File: src/rtl/ica_wupdate_ctrl.sv
// Iterative W-matrix update controller: W[e] += ((I_VAL - h[e] - p[e]) * W[e])[62:47]
// over nine elements per iteration, sharing one subtract-multiply-add datapath.
module ica_wupdate_ctrl #(
  parameter logic signed [63:0] I_VAL = 64'sd2305843009000000000
) (
  input  logic               clk,
  input  logic               rst,
  input  logic               start,
  input  logic [7:0]         num_iter,
  input  logic               abort,
  output logic [3:0]         elem_idx,
  input  logic signed [63:0] h_data,
  input  logic signed [63:0] p_data,
  input  logic               w_ld,
  input  logic [3:0]         w_ld_idx,
  input  logic signed [15:0] w_ld_data,
  input  logic [3:0]         w_rd_idx,
  output logic signed [15:0] w_rd_data,
  output logic               busy,
  output logic               done,
  output logic [7:0]         iter_cnt
);

  localparam logic [2:0] IDLE  = 3'd0;
  localparam logic [2:0] FETCH = 3'd1;
  localparam logic [2:0] CALC  = 3'd2;
  localparam logic [2:0] UPD   = 3'd3;
  localparam logic [2:0] FIN   = 3'd4;

  logic [2:0]         state;
  logic [3:0]         idx;
  logic [7:0]         iter_tgt;
  logic               zero_wait;
  logic signed [63:0] diff;
  logic signed [79:0] prod;
  logic signed [15:0] w [9];
  logic signed [15:0] w_sel;
  logic signed [15:0] upd_val;
  logic               last_iter;
  logic               unused_prod;

  assign elem_idx    = idx;
  assign busy        = (state == FETCH) || (state == CALC) || (state == UPD);
  assign upd_val     = w_sel + prod[62:47];
  assign last_iter   = ({1'b0, iter_cnt} + 9'd1) >= {1'b0, iter_tgt};
  assign unused_prod = ^{prod[79:63], prod[46:0]};

  always_comb begin
    w_sel     = '0;
    w_rd_data = '0;
    for (int i = 0; i < 9; i++) begin
      if (idx == 4'(i))      w_sel     = w[i];
      if (w_rd_idx == 4'(i)) w_rd_data = w[i];
    end
  end

  // Control FSM and shared datapath registers; abort in any busy state drops straight to IDLE.
  always_ff @(posedge clk or posedge rst) begin
    if (rst) begin
      state     <= IDLE;
      idx       <= '0;
      iter_cnt  <= '0;
      iter_tgt  <= '0;
      zero_wait <= 1'b0;
      done      <= 1'b0;
      diff      <= '0;
      prod      <= '0;
    end else begin
      done <= 1'b0;
      case (state)
        IDLE: begin
          if (start) begin
            iter_tgt <= num_iter;
            iter_cnt <= '0;
            idx      <= '0;
            if (num_iter != 8'd0) begin
              state <= FETCH;
            end else begin
              state     <= FIN;
              zero_wait <= 1'b1;
            end
          end
        end
        FETCH: begin
          if (abort) begin
            state <= IDLE;
          end else begin
            diff  <= I_VAL - h_data - p_data;
            state <= CALC;
          end
        end
        CALC: begin
          if (abort) begin
            state <= IDLE;
          end else begin
            prod  <= $signed({{16{diff[63]}}, diff}) * $signed({{64{w_sel[15]}}, w_sel});
            state <= UPD;
          end
        end
        UPD: begin
          if (abort) begin
            state <= IDLE;
          end else if (idx == 4'd8) begin
            iter_cnt <= iter_cnt + 8'd1;
            if (last_iter) begin
              state <= FIN;
            end else begin
              idx   <= '0;
              state <= FETCH;
            end
          end else begin
            idx   <= idx + 4'd1;
            state <= FETCH;
          end
        end
        FIN: begin
          // A zero-iteration run lingers one extra cycle so its done lands at the same offset.
          if (zero_wait) begin
            zero_wait <= 1'b0;
          end else begin
            done  <= 1'b1;
            state <= IDLE;
          end
        end
        default: state <= IDLE;
      endcase
    end
  end

  always_ff @(posedge clk or posedge rst) begin
    if (rst) begin
      for (int i = 0; i < 9; i++) w[i] <= '0;
    end else begin
      for (int i = 0; i < 9; i++) begin
        if ((state == IDLE) && w_ld && (w_ld_idx == 4'(i))) begin
          w[i] <= w_ld_data;
        end else if ((state == UPD) && !abort && (idx == 4'(i))) begin
          w[i] <= upd_val;
        end
      end
    end
  end

endmodule

File: config.mk
export PLATFORM = sky130hd
export DESIGN_NAME = ica_wupdate_ctrl
export DESIGN_NICKNAME = d
export VERILOG_FILES = /design/src/rtl/ica_wupdate_ctrl.sv
export SDC_FILE = /design/constraint.sdc
export NUM_CORES = 2
export LEC_CHECK = 0
export CAP_MARGIN = 20
export CELL_PAD_IN_SITES_DETAIL_PLACEMENT = 2
export CELL_PAD_IN_SITES_GLOBAL_PLACEMENT = 2
export CORE_AREA = 4 4 326 328
export CTS_CLUSTER_DIAMETER = 80
export DETAILED_ROUTE_END_ITERATION = 7
export DIE_AREA = 0 0 330 332
export HOLD_SLACK_MARGIN = 0.12
export PLACE_DENSITY_LB_ADDON = 0.25
export RECOVER_POWER = 100
export SLEW_MARGIN = 20
export SYNTH_ARGS = -nofsm -noshare
export SYNTH_HDL_FRONTEND = slang
export SYNTH_SLANG_ARGS = --single-unit
export TNS_END_PERCENT = 5
File: constraint.sdc
create_clock -name clk -period 24.1 [get_ports clk]
set_clock_uncertainty 0.05 [all_clocks]
set_input_delay 4.82 -clock clk [delete_from_list [all_inputs] [get_ports clk]]
set_output_delay 4.82 -clock clk [all_outputs]
set_load 0.1 [all_outputs]
==> flow_metrics.tcl <==
set metrics [dict create \
    gp_congestion 0.869 \
    dieWidth_um 330 \
    dp_hpwl_mm 134 \
    min_path_type "register to register" \
    finalCritPeriodShare 0.640 \
    port_buffers 192 \
    ant_nets 0 \
    final_hold_viol_count 0 \
    final_common_cell "inv_1" \
    die_y_um 332 \
    r2r_start "elem_idx[0]" \
    cp_max_fo 16 \
    rows 118 \
    worst_pin_slew_ns 5.40 \
    worst_setup_path_end_kind "output port" \
    final_cell_mix "1073 x inv_1, 796 x nand2_1, 739 x fa_1, 302 x ha_1, 299 x and2_1" \
    async_flop_share 1.00 \
    wl_per_cell_um 27.9 \
    hold_slack_ns 0.422 \
    fin_nets 6419 \
    rsz0062_at_grt "no" \
    status "complete, but fails checks" \
    cts_hold_buf 0 \
    min_path_cells 1 \
    clock_latency_ns 0.65 \
    ctsResizeCount 0 \
    worstRegToRegCells 30 \
    wl_mm 185 \
    post-route-util 0.469 \
    via_count 39000 \
    relSlewSlack -2.60 \
    yosys_warnings 0 \
    period_minus_slack_ns 15.42 \
    max_clock_freq_mhz 64.8 \
    synth_area_per_cell_um2 8.48 \
    syn_to_final_growth_pct 9.64 \
    track_usage 0.338 \
    drive_gt1_frac 0.0307 \
    clockBufferDepth 3 \
    reg2reg_setup_slack_ns 9.39 \
    synth_fp_nets 6411 \
    synth_area_um2 44100 \
    ioPinCount 195 \
    fillers 11300 \
    cap_violations 19 \
    clk_pin_slew_ns 0.06 \
    drc 0 \
    overflow 0 \
    required_ns 19.23 \
    setup_tns_ns 0 \
    ys_types 90 \
    synthCells 5205 \
    hold_path_end "done" \
    ys_seq_area_frac 0.141 \
    dr.first_iter.drc_count 2931 \
    via_per_inst 5.90 \
    synth-edff-count 0 \
    core_area_um2 103000 \
    n_antenna_cell 0 \
    path_class "input port to output port" \
    grt_pass1_vias 46800 \
    grt_max_degree 98 \
    cts_root_buf "clkbuf_16" \
    worst_setup_path_start_kind "input port" \
    setup_viol 0 \
    hold_path_startpoint "zero_wait" \
    worstPathArrival_ns 10.55 \
    grt_pass1_wl_mm 282 \
    ys_ff_latch 248 \
    dr.pass1.iters 7 \
    violations "capacitance limit, slew limit" \
    clock-sinks 248 \
    cts_tree "done" \
    synth-main-ff-cell "dfrtp_1" \
    finalMaxSlewViolations 636 \
    cts_buffers 37 \
    postCtsSetupRepairBufs 0 \
    reg2reg_to "prod[53]" \
    grt_antenna_before_repair 5 \
    start_util 0.428 \
    htreeDepth 2 \
    dieArea_um2 110000 \
]
synthesized netlist by cell type, types with 18 or more instances:
| cell type | count | share of area |
|---|---|---|
| a211oi_1 | 19 | 0.0032 |
| inv_1 | 1074 | 0.091 |
| a21o_1 | 93 | 0.016 |
| nor3_1 | 27 | 0.0031 |
| ha_1 | 302 | 0.086 |
| dfrtp_1 | 248 | 0.14 |
| fa_1 | 739 | 0.34 |
| nand3_1 | 54 | 0.0061 |
| clkbuf_1 | 241 | 0.020 |
| o21bai_1 | 26 | 0.0044 |
| a222oi_1 | 22 | 0.0050 |
| xnor2_1 | 68 | 0.013 |
| and2_1 | 300 | 0.043 |
| nand2_1 | 801 | 0.068 |
| a21oi_1 | 172 | 0.020 |
| o31ai_1 | 18 | 0.0031 |
| buf_1 | 23 | 0.0020 |
| a22oi_1 | 149 | 0.025 |
| o21ai_0 | 276 | 0.031 |
| and3_1 | 20 | 0.0028 |
| o21ai_1 | 21 | 0.0024 |
| a31oi_1 | 23 | 0.0033 |
| xor2_1 | 40 | 0.0079 |
| nand4_1 | 28 | 0.0040 |
| nor2_1 | 158 | 0.013 |
cells by family after synthesis:
| kind of cell | Yosys count | share of synthesized area |
|---|---|---|
| and+or+nand+nor | 1487 | 0.157 |
| buffers and inverters | 1359 | 0.117 |
| adders and majority gates | 1041 | 0.421 |
| AOI/OAI and AO/OA | 949 | 0.139 |
| DFF | 248 | 0.141 |
| xor gates and xnor gates | 112 | 0.0232 |
| muxes | 9 | 0.00224 |
worst max-delay path by stage:
stage                start       endpoint  slack, ns  depth (start not counted)
2_1_floorplan          rst        diff[0]      12.42                          1
3_3_place_gp   w_rd_idx[2]  w_rd_data[10]      10.71                          8
3_5_place_dp   w_rd_idx[2]  w_rd_data[10]      10.64                          8
4_1_cts        w_rd_idx[2]  w_rd_data[10]      10.53                          8
5_1_grt        w_rd_idx[0]  w_rd_data[10]       8.68                          8
6_report       w_rd_idx[0]  w_rd_data[10]       8.68                          8
registers in the layout, summed over array words and instances, names as in the netlist, 3 cells and up:
| name | cells |
|---|---|
| w | 144 |
| diff | 63 |
| prod | 16 |
| iter_cnt | 8 |
| iter_tgt | 8 |
| elem_idx | 4 |
| state | 3 |
critical path, cell delays in order:
cell	delay [ns]
clkdlybuf4s50_1	0.74
nand2b_1	0.16
nor3_1	2.42
a22oi_1	0.39
nand4_1	0.30
o21ai_0	0.17
nand2_1	0.28
dlygate4sd3_1	1.25
per-stage QoR:
stage	setup WS (ns)	area (um^2)	std cells
3_3_place_gp	10.71	47300	6554
4_1_cts	10.53	48500	6619
5_1_grt	8.68	48400	6619
3_5_place_dp	10.64	47300	6554
6_report	8.68	48400	6619
2_1_floorplan	12.42	44100	5205
per-layer routing:
layer,GRT usage,vias to the layer above,share of wire
met3,0.0576,589,0.066
met4,0.156,0,0.054
met1,0.389,20600,0.37
met2,0.610,1569,0.51
li1,-,16300,-
met5,0,-,0
final cells by class:
cell class | count | area [um^2] | area share
Clock buffer | 51 | 998 | 0.0206
Clock inverter | 14 | 205 | 0.00424
Sequential cell | 248 | 6210 | 0.128
Multi-Input combinational cell | 3598 | 32900 | 0.680
Inverter | 1075 | 4040 | 0.0834
Tap cell | 1380 | 1730 | 0.0357
Timing Repair Buffer | 253 | 2320 | 0.0479
Power is not shown: default switching activity piles up to over one toggle a cycle in this logic, so the estimate is an artifact.
